==> src/rtl/fpalu_pkg.sv <==
// fpalu_pkg: shared state type, chunk layout and key indices for the FP operand loader
package fpalu_pkg;

    typedef enum logic [1:0] {ENTRY, FULL, WAIT} state_t;

    localparam int NUM_KEYS   = 4;
    localparam int KEY_ENTER  = 0;
    localparam int KEY_COMMIT = 1;
    localparam int KEY_CLEAR  = 2;
    localparam int KEY_SWAP   = 3;

    localparam int CHUNK_W    = 10;
    localparam int CHUNK0_LSB = 22;
    localparam int CHUNK1_LSB = 12;
    localparam int CHUNK2_LSB = 2;
    localparam int CHUNK3_LSB = 0;
    localparam int CHUNK3_W   = 2;

    function automatic logic [31:0] put_chunk(input logic [31:0] shadow,
                                              input logic [1:0]  ptr,
                                              input logic [9:0]  sw);
        logic [31:0] r;
        r = shadow;
        case (ptr)
            2'd0:    r[CHUNK0_LSB +: CHUNK_W]  = sw;
            2'd1:    r[CHUNK1_LSB +: CHUNK_W]  = sw;
            2'd2:    r[CHUNK2_LSB +: CHUNK_W]  = sw;
            default: r[CHUNK3_LSB +: CHUNK3_W] = sw[CHUNK3_W-1:0];
        endcase
        return r;
    endfunction

endpackage

==> src/rtl/key_debounce.sv <==
// key_debounce: 2-FF synchronizer, optional stability filter (OPLOAD_DEBOUNCE_EN) and press-edge detect
// Ports: iclock, ireset (async, active-high), ikey_n (raw active-low key), opress (one-cycle press event)
module key_debounce
    import fpalu_pkg::*;
#(
    parameter int unsigned DEBOUNCE_CYCLES = 500000
) (
    input  logic iclock,
    input  logic ireset,
    input  logic ikey_n,
    output logic opress
);

    logic s1_q, s2_q, prev_q, level;

    always_ff @(posedge iclock or posedge ireset) begin
        if (ireset) begin
            s1_q   <= 1'b1;
            s2_q   <= 1'b1;
            prev_q <= 1'b1;
        end else begin
            s1_q   <= ikey_n;
            s2_q   <= s1_q;
            prev_q <= level;
        end
    end

`ifdef OPLOAD_DEBOUNCE_EN
    localparam int CW = (DEBOUNCE_CYCLES > 1) ? $clog2(DEBOUNCE_CYCLES) : 1;

    logic [CW-1:0] cnt_q, cnt_d;
    logic          level_q, level_d;

    // Any return to the accepted level restarts the count, so only an
    // uninterrupted run of DEBOUNCE_CYCLES differing samples is accepted.
    always_comb begin
        cnt_d   = '0;
        level_d = level_q;
        if (s2_q != level_q) begin
            if (cnt_q == CW'(DEBOUNCE_CYCLES - 1)) level_d = s2_q;
            else cnt_d = cnt_q + 1'b1;
        end
    end

    always_ff @(posedge iclock or posedge ireset) begin
        if (ireset) begin
            cnt_q   <= '0;
            level_q <= 1'b1;
        end else begin
            cnt_q   <= cnt_d;
            level_q <= level_d;
        end
    end

    assign level = level_q;
`else
    assign level = s2_q;
`endif

    assign opress = prev_q & ~level;

endmodule

==> src/rtl/fp_operand_loader.sv <==
// fp_operand_loader: builds 32-bit FP operands from switch chunks and commits A/B pairs to the FPALU wrapper
// Ports: iclock, ireset (async, active-high), ikey[3:0] (active-low enter/commit/clear/swap), isw[9:0] chunk value,
//        iready downstream accept; odataa/odatab committed operands, oshadow operand under construction,
//        optr next chunk, otarget commit destination (0=A, 1=B), ostart pair-complete pulse, obusy in FULL/WAIT.
// Build option: OPLOAD_DEBOUNCE_EN enables the DEBOUNCE_CYCLES key filter.
module fp_operand_loader
    import fpalu_pkg::*;
#(
    parameter int unsigned DEBOUNCE_CYCLES = 500000
) (
    input  logic        iclock,
    input  logic        ireset,
    input  logic [3:0]  ikey,
    input  logic [9:0]  isw,
    input  logic        iready,
    output logic [31:0] odataa,
    output logic [31:0] odatab,
    output logic [31:0] oshadow,
    output logic [1:0]  optr,
    output logic        otarget,
    output logic        ostart,
    output logic        obusy
);

    logic [NUM_KEYS-1:0] press;

    for (genvar k = 0; k < NUM_KEYS; k++) begin : g_key
        key_debounce #(.DEBOUNCE_CYCLES(DEBOUNCE_CYCLES)) u_db (
            .iclock (iclock),
            .ireset (ireset),
            .ikey_n (ikey[k]),
            .opress (press[k])
        );
    end

    state_t      state_q, state_d;
    logic [31:0] dataa_q, dataa_d, datab_q, datab_d, shadow_q, shadow_d;
    logic [1:0]  ptr_q, ptr_d;
    logic        target_q, target_d, start_q, start_d, busy_q, busy_d;

    // Priority clear > commit > enter > swap; commit only acts in FULL and
    // swap only in ENTRY with no chunks entered, so each state sees one action.
    always_comb begin
        state_d  = state_q;
        dataa_d  = dataa_q;
        datab_d  = datab_q;
        shadow_d = shadow_q;
        ptr_d    = ptr_q;
        target_d = target_q;
        start_d  = 1'b0;
        if (press[KEY_CLEAR]) begin
            shadow_d = '0;
            ptr_d    = '0;
            state_d  = ENTRY;
        end else begin
            case (state_q)
                ENTRY: begin
                    if (press[KEY_ENTER]) begin
                        shadow_d = put_chunk(shadow_q, ptr_q, isw);
                        ptr_d    = ptr_q + 2'd1;
                        state_d  = (ptr_q == 2'd3) ? FULL : ENTRY;
                    end else if (press[KEY_SWAP] && ptr_q == 2'd0) begin
                        target_d = ~target_q;
                    end
                end
                FULL: state_d = press[KEY_COMMIT] ? WAIT : FULL;
                WAIT: begin
                    if (iready) begin
                        dataa_d  = target_q ? dataa_q : shadow_q;
                        datab_d  = target_q ? shadow_q : datab_q;
                        start_d  = target_q;
                        target_d = ~target_q;
                        shadow_d = '0;
                        state_d  = ENTRY;
                    end
                end
                default: state_d = ENTRY;
            endcase
        end
        busy_d = (state_d != ENTRY);
    end

    always_ff @(posedge iclock or posedge ireset) begin
        if (ireset) begin
            state_q  <= ENTRY;
            dataa_q  <= '0;
            datab_q  <= '0;
            shadow_q <= '0;
            ptr_q    <= '0;
            target_q <= 1'b0;
            start_q  <= 1'b0;
            busy_q   <= 1'b0;
        end else begin
            state_q  <= state_d;
            dataa_q  <= dataa_d;
            datab_q  <= datab_d;
            shadow_q <= shadow_d;
            ptr_q    <= ptr_d;
            target_q <= target_d;
            start_q  <= start_d;
            busy_q   <= busy_d;
        end
    end

    assign odataa  = dataa_q;
    assign odatab  = datab_q;
    assign oshadow = shadow_q;
    assign optr    = ptr_q;
    assign otarget = target_q;
    assign ostart  = start_q;
    assign obusy   = busy_q;

endmodule
==> config.mk <==
export PLATFORM = sky130hd
export DESIGN_NAME = fp_operand_loader
export DESIGN_NICKNAME = d
export VERILOG_FILES = /design/src/rtl/fpalu_pkg.sv /design/src/rtl/key_debounce.sv /design/src/rtl/fp_operand_loader.sv
export SDC_FILE = /design/constraint.sdc
export NUM_CORES = 1
export LEC_CHECK = 0
export BUFFER_PORTS_ARGS = -buffer_cell sky130_fd_sc_hd__buf_2
export CAP_MARGIN = 25
export CORE_ASPECT_RATIO = 1.75
export CORE_MARGIN = 1.5
export CORE_UTILIZATION = 37
export DETAILED_ROUTE_END_ITERATION = 16
export MAX_ROUTING_LAYER = met4
export SKIP_LAST_GASP = 1
export SLEW_MARGIN = 20
export SYNTH_ARGS = -nofsm -noshare
export SYNTH_HDL_FRONTEND = slang
export SYNTH_SLANG_ARGS = --single-unit
==> constraint.sdc <==
create_clock -name iclock -period 3.5 [get_ports iclock]
set_input_delay 0.525 -clock iclock [delete_from_list [all_inputs] [get_ports iclock]]
set_output_delay 0.525 -clock iclock [all_outputs]
set_load 0.03 [all_outputs]
==> key figures <==
Run status
  – Status: finished, final reports clean

CTS
  – Clock sink count: 115
  – Cts hold-fix bufs: 0
  – H-tree levels: 4
  – Root buf cell: sky130_fd_sc_hd__clkbuf_16
  – Max Buffers Root-to-Sink: 2
  – Total CTS buffers: 17
  – Later-pin clock latency in the skew report: 410 ps
  – TritonCTS clock tree: built
  – Setup Buffers After CTS: 0
  – Clock slew at the register clock pins of the worst setup and hold paths: 50 ps
  – Number of instances resized during post-cts repair: 0

Drt
  – Final wirelength: 9520 um
  – Drt wl/cell: 17.2 um
  – DR vias: 2,702
  – Remaining number of nets flagged by the antenna check after routing: 0
  – 1st-iter DRT viols: 117
  – Detailed-routing iteration count for the pre-antenna-repair pass: 4
  – Via-to-Cell Ratio: 4.89
  – Residual DRC: 0

STA
  – Maximum frequency from static timing analysis: 418 MHz
  – Max Transition Viols Final: 0
  – Crit path time final: 2390 ps
  – Post-route fraction of the period consumed by the critical path: 68.3%
  – Worst rel slew slack: 36.1%
  – Setup Viol. Count Final: 0
  – Hold violation total from the final report: 0
  – Setup repair after global routing missed its margin: false
  – Total negative slack: 0 ps
  – Measured slew at the worst slew-check pin: 957 ps
  – Clock skew: 6.88 ps

Global route
  – Initial antenna violation count: 0
  – Vias in the first global route: 2,798
  – Remaining global-route overflow: 0
  – GRT Util Overall: 16.7%
  – Largest net degree at the start of global routing: 85
  – Global-route wire length before repair: 15,200 um

Power
  – Total power divided by cell area: 886 mW/mm^2
  – LEAKAGE: 3.06 nW
  – Worst vdd rail ir drop: 0.371 mV

Synthesis
  – Post-synthesis sequential area ratio: 65.2%
  – Post-synthesis area per instance: 16.2 sq um
  – Post-synthesis cell area: 0.00444 sq mm
  – Cells after synthesis: 274
  – Synth warn: 0
  – Number of different library cells in the post-synthesis netlist: 28
  – Yosys reg bits: 115
  – Syn_nets: 295

Finish
  – Layout overhead on the synthesized area: 31.4%
  – Proportion of layout cells with a drive suffix above 1: 62.7%
  – Number of standard cells in the layout, taps in and fillers out: 553
  – Net total in the final layout: 426
  – Count of antenna diodes in the layout: 0
  – Leading cell types in the layout, fill and taps excluded: 117 x sky130_fd_sc_hd__buf_2, 103 x sky130_fd_sc_hd__dfrtp_1, 92 x sky130_fd_sc_hd__mux2_2
  – Most common cell after layout, fill and taps aside: sky130_fd_sc_hd__buf_2

Critical path
  – Critical path, cell by cell: nor2b_1 > a21oi_1 > and2_1 > mux2_1
  – Crit path largest cell delay: 750 ps
  – Arrival time worst endpoint: 2670 ps
  – Nature of the critical path startpoint: flop
  – Critical path fanouts, max: 11
  – Worst Setup Path Type: reg2reg
  – Element type at the critical path end: flop
  – Buffer and inverter count on the worst path: 0
  – Slowest cell on the critical path: sky130_fd_sc_hd__nor2b_1
  – Origin of the worst setup path: g_key[2].u_db.prev_q$_DFF_PP1_
  – Required time of the critical path: 3780 ps
  – Worst reg2reg path startpoint: g_key[2].u_db.prev_q$_DFF_PP1_
  – Worst path top cell family by delay: simple AND/OR/NAND/NOR gates

Floorplanning
  – FP Rows: 52
  – Area of the die: 0.0127 sq mm
  – Die Span Y: 148 um
  – Core Region: 0.0116 sq mm
  – Starting density of the core: 38.1%
  – Boundary Pins: 118
  – Width of the die: 85.8 um

Worst hold path
  – Source of the worst hold timing path: ikey[3]
  – Worst Hold Class: in2reg

Placement
  – RD Place Congestion: 0.736
  – Half-perimeter wire length of the detailed placement result: 6890 um
  – PortBufs: 117
  – Placed cell count: 521

Job
  – Total of max-cap violations: 0
## final timing paths
check	end	slack, ps	cells after the start
max in group asynchronous	g_key[1].u_db.level$_DFF_PP1_	2370	3
max	oshadow[2]$_DFFE_PP0P_	1110	4
min	g_key[3].u_db.s1_q$_DFF_PP1_	210	1
min in group asynchronous	odatab[16]$_DFFE_PP0P_	240	2
min reg2reg	g_key[2].u_db.level$_DFF_PP1_	350	0
max reg2reg	oshadow[2]$_DFFE_PP0P_	1110	4
## cells in the mapped netlist
| cell | n | area, sq um |
|---|---|---|
| sky130_fd_sc_hd__nor2b_1 | 2 | 12.5 |
| sky130_fd_sc_hd__nor3_1 | 1 | 5.00 |
| sky130_fd_sc_hd__nor4_4 | 1 | 21.3 |
| sky130_fd_sc_hd__o21ai_0 | 2 | 10.0 |
| sky130_fd_sc_hd__buf_6 | 1 | 11.3 |
| sky130_fd_sc_hd__a21oi_1 | 3 | 15.0 |
| sky130_fd_sc_hd__dfstp_2 | 12 | 315 |
| sky130_fd_sc_hd__nand2_1 | 3 | 11.3 |
| sky130_fd_sc_hd__mux2i_1 | 1 | 10.0 |
| sky130_fd_sc_hd__buf_2 | 5 | 25.0 |
| sky130_fd_sc_hd__nor4b_4 | 1 | 23.8 |
| sky130_fd_sc_hd__xnor2_1 | 2 | 17.5 |
| sky130_fd_sc_hd__buf_4 | 3 | 22.5 |
| sky130_fd_sc_hd__nand4bb_1 | 1 | 11.3 |
| sky130_fd_sc_hd__mux2_2 | 92 | 1040 |
| sky130_fd_sc_hd__o21bai_1 | 1 | 7.51 |
| sky130_fd_sc_hd__and2_1 | 14 | 87.6 |
| sky130_fd_sc_hd__nand2b_1 | 1 | 6.26 |
| sky130_fd_sc_hd__nor2_1 | 4 | 15.0 |
| sky130_fd_sc_hd__dfrtp_1 | 103 | 2580 |
| sky130_fd_sc_hd__a21o_1 | 1 | 7.51 |
| sky130_fd_sc_hd__mux2_1 | 4 | 45.0 |
| sky130_fd_sc_hd__nand3_1 | 1 | 5.00 |
| sky130_fd_sc_hd__o21ai_4 | 3 | 48.8 |
| sky130_fd_sc_hd__or3_1 | 2 | 12.5 |
| sky130_fd_sc_hd__nor3b_1 | 1 | 7.51 |
| sky130_fd_sc_hd__ha_1 | 4 | 50.1 |
| sky130_fd_sc_hd__inv_1 | 5 | 18.8 |
## through the flow
stage / util (%) / setup slack, ps / hold WS [ps] / cell area (sq um) / total power, W
6_report: 50.1 / 1110 / 214 / 5830 / 0.00517
5_1_grt: 50.1 / 927 / 185 / 5830 / 0.00541
4_1_cts: 50.1 / 1100 / 194 / 5830 / 0.00524
3_5_place_dp: 44.5 / 1090 / 347 / 5180 / 0.00334
3_3_place_gp: 44.5 / 1130 / 346 / 5180 / 0.00331
2_1_floorplan: - / 1590 / 345 / 4440 / 0.00284
## routing by layer
layer / share of wire, % / global-route usage, %
met1: 37 / 17.5
met5: 0 / -
met4: 1.0 / 5.56
met2: 58 / 29.2
met3: 3.7 / 5.53
## report_power, final
group | internal, W | switching (W)
Sequential | 0.00164 | 0.000283
Clock | 0.00131 | 0.000563
Combinational | 0.000479 | 0.000894
Total | 0.00343 | 0.00174
## cell type report
type,instances,area (sq um)
tap,135,169
sequential,115,2890
inverter,5,22.5
timing repair buffer,121,628
multi-input combinational,145,1470
clock inverter,11,180
clock buffer,21,470
fill,1007,5820
## flip-flops by register name (all words and copies together) (netlist names), 2 cells and up
| signal | count |
|---|---|
| odatab | 32 |
| g_key.u_db.s1_q | 4 |
| g_key.u_db.level | 4 |
| oshadow | 32 |
| optr | 2 |
| g_key.u_db.prev_q | 4 |
| state_q | 2 |
| odataa | 32 |
## cells by family after synthesis
family | share of synthesized area (%)
flip-flops | 65.2
AO/OA/AOI/OAI | 2.00
multiplexers | 24.6
buffers and inverters | 1.75
adder cells (fa/ha/maj) | 1.13
AND/OR/NAND/NOR | 4.93
XOR/XNOR | 0.395
Power figures use the tool's default switching activity.
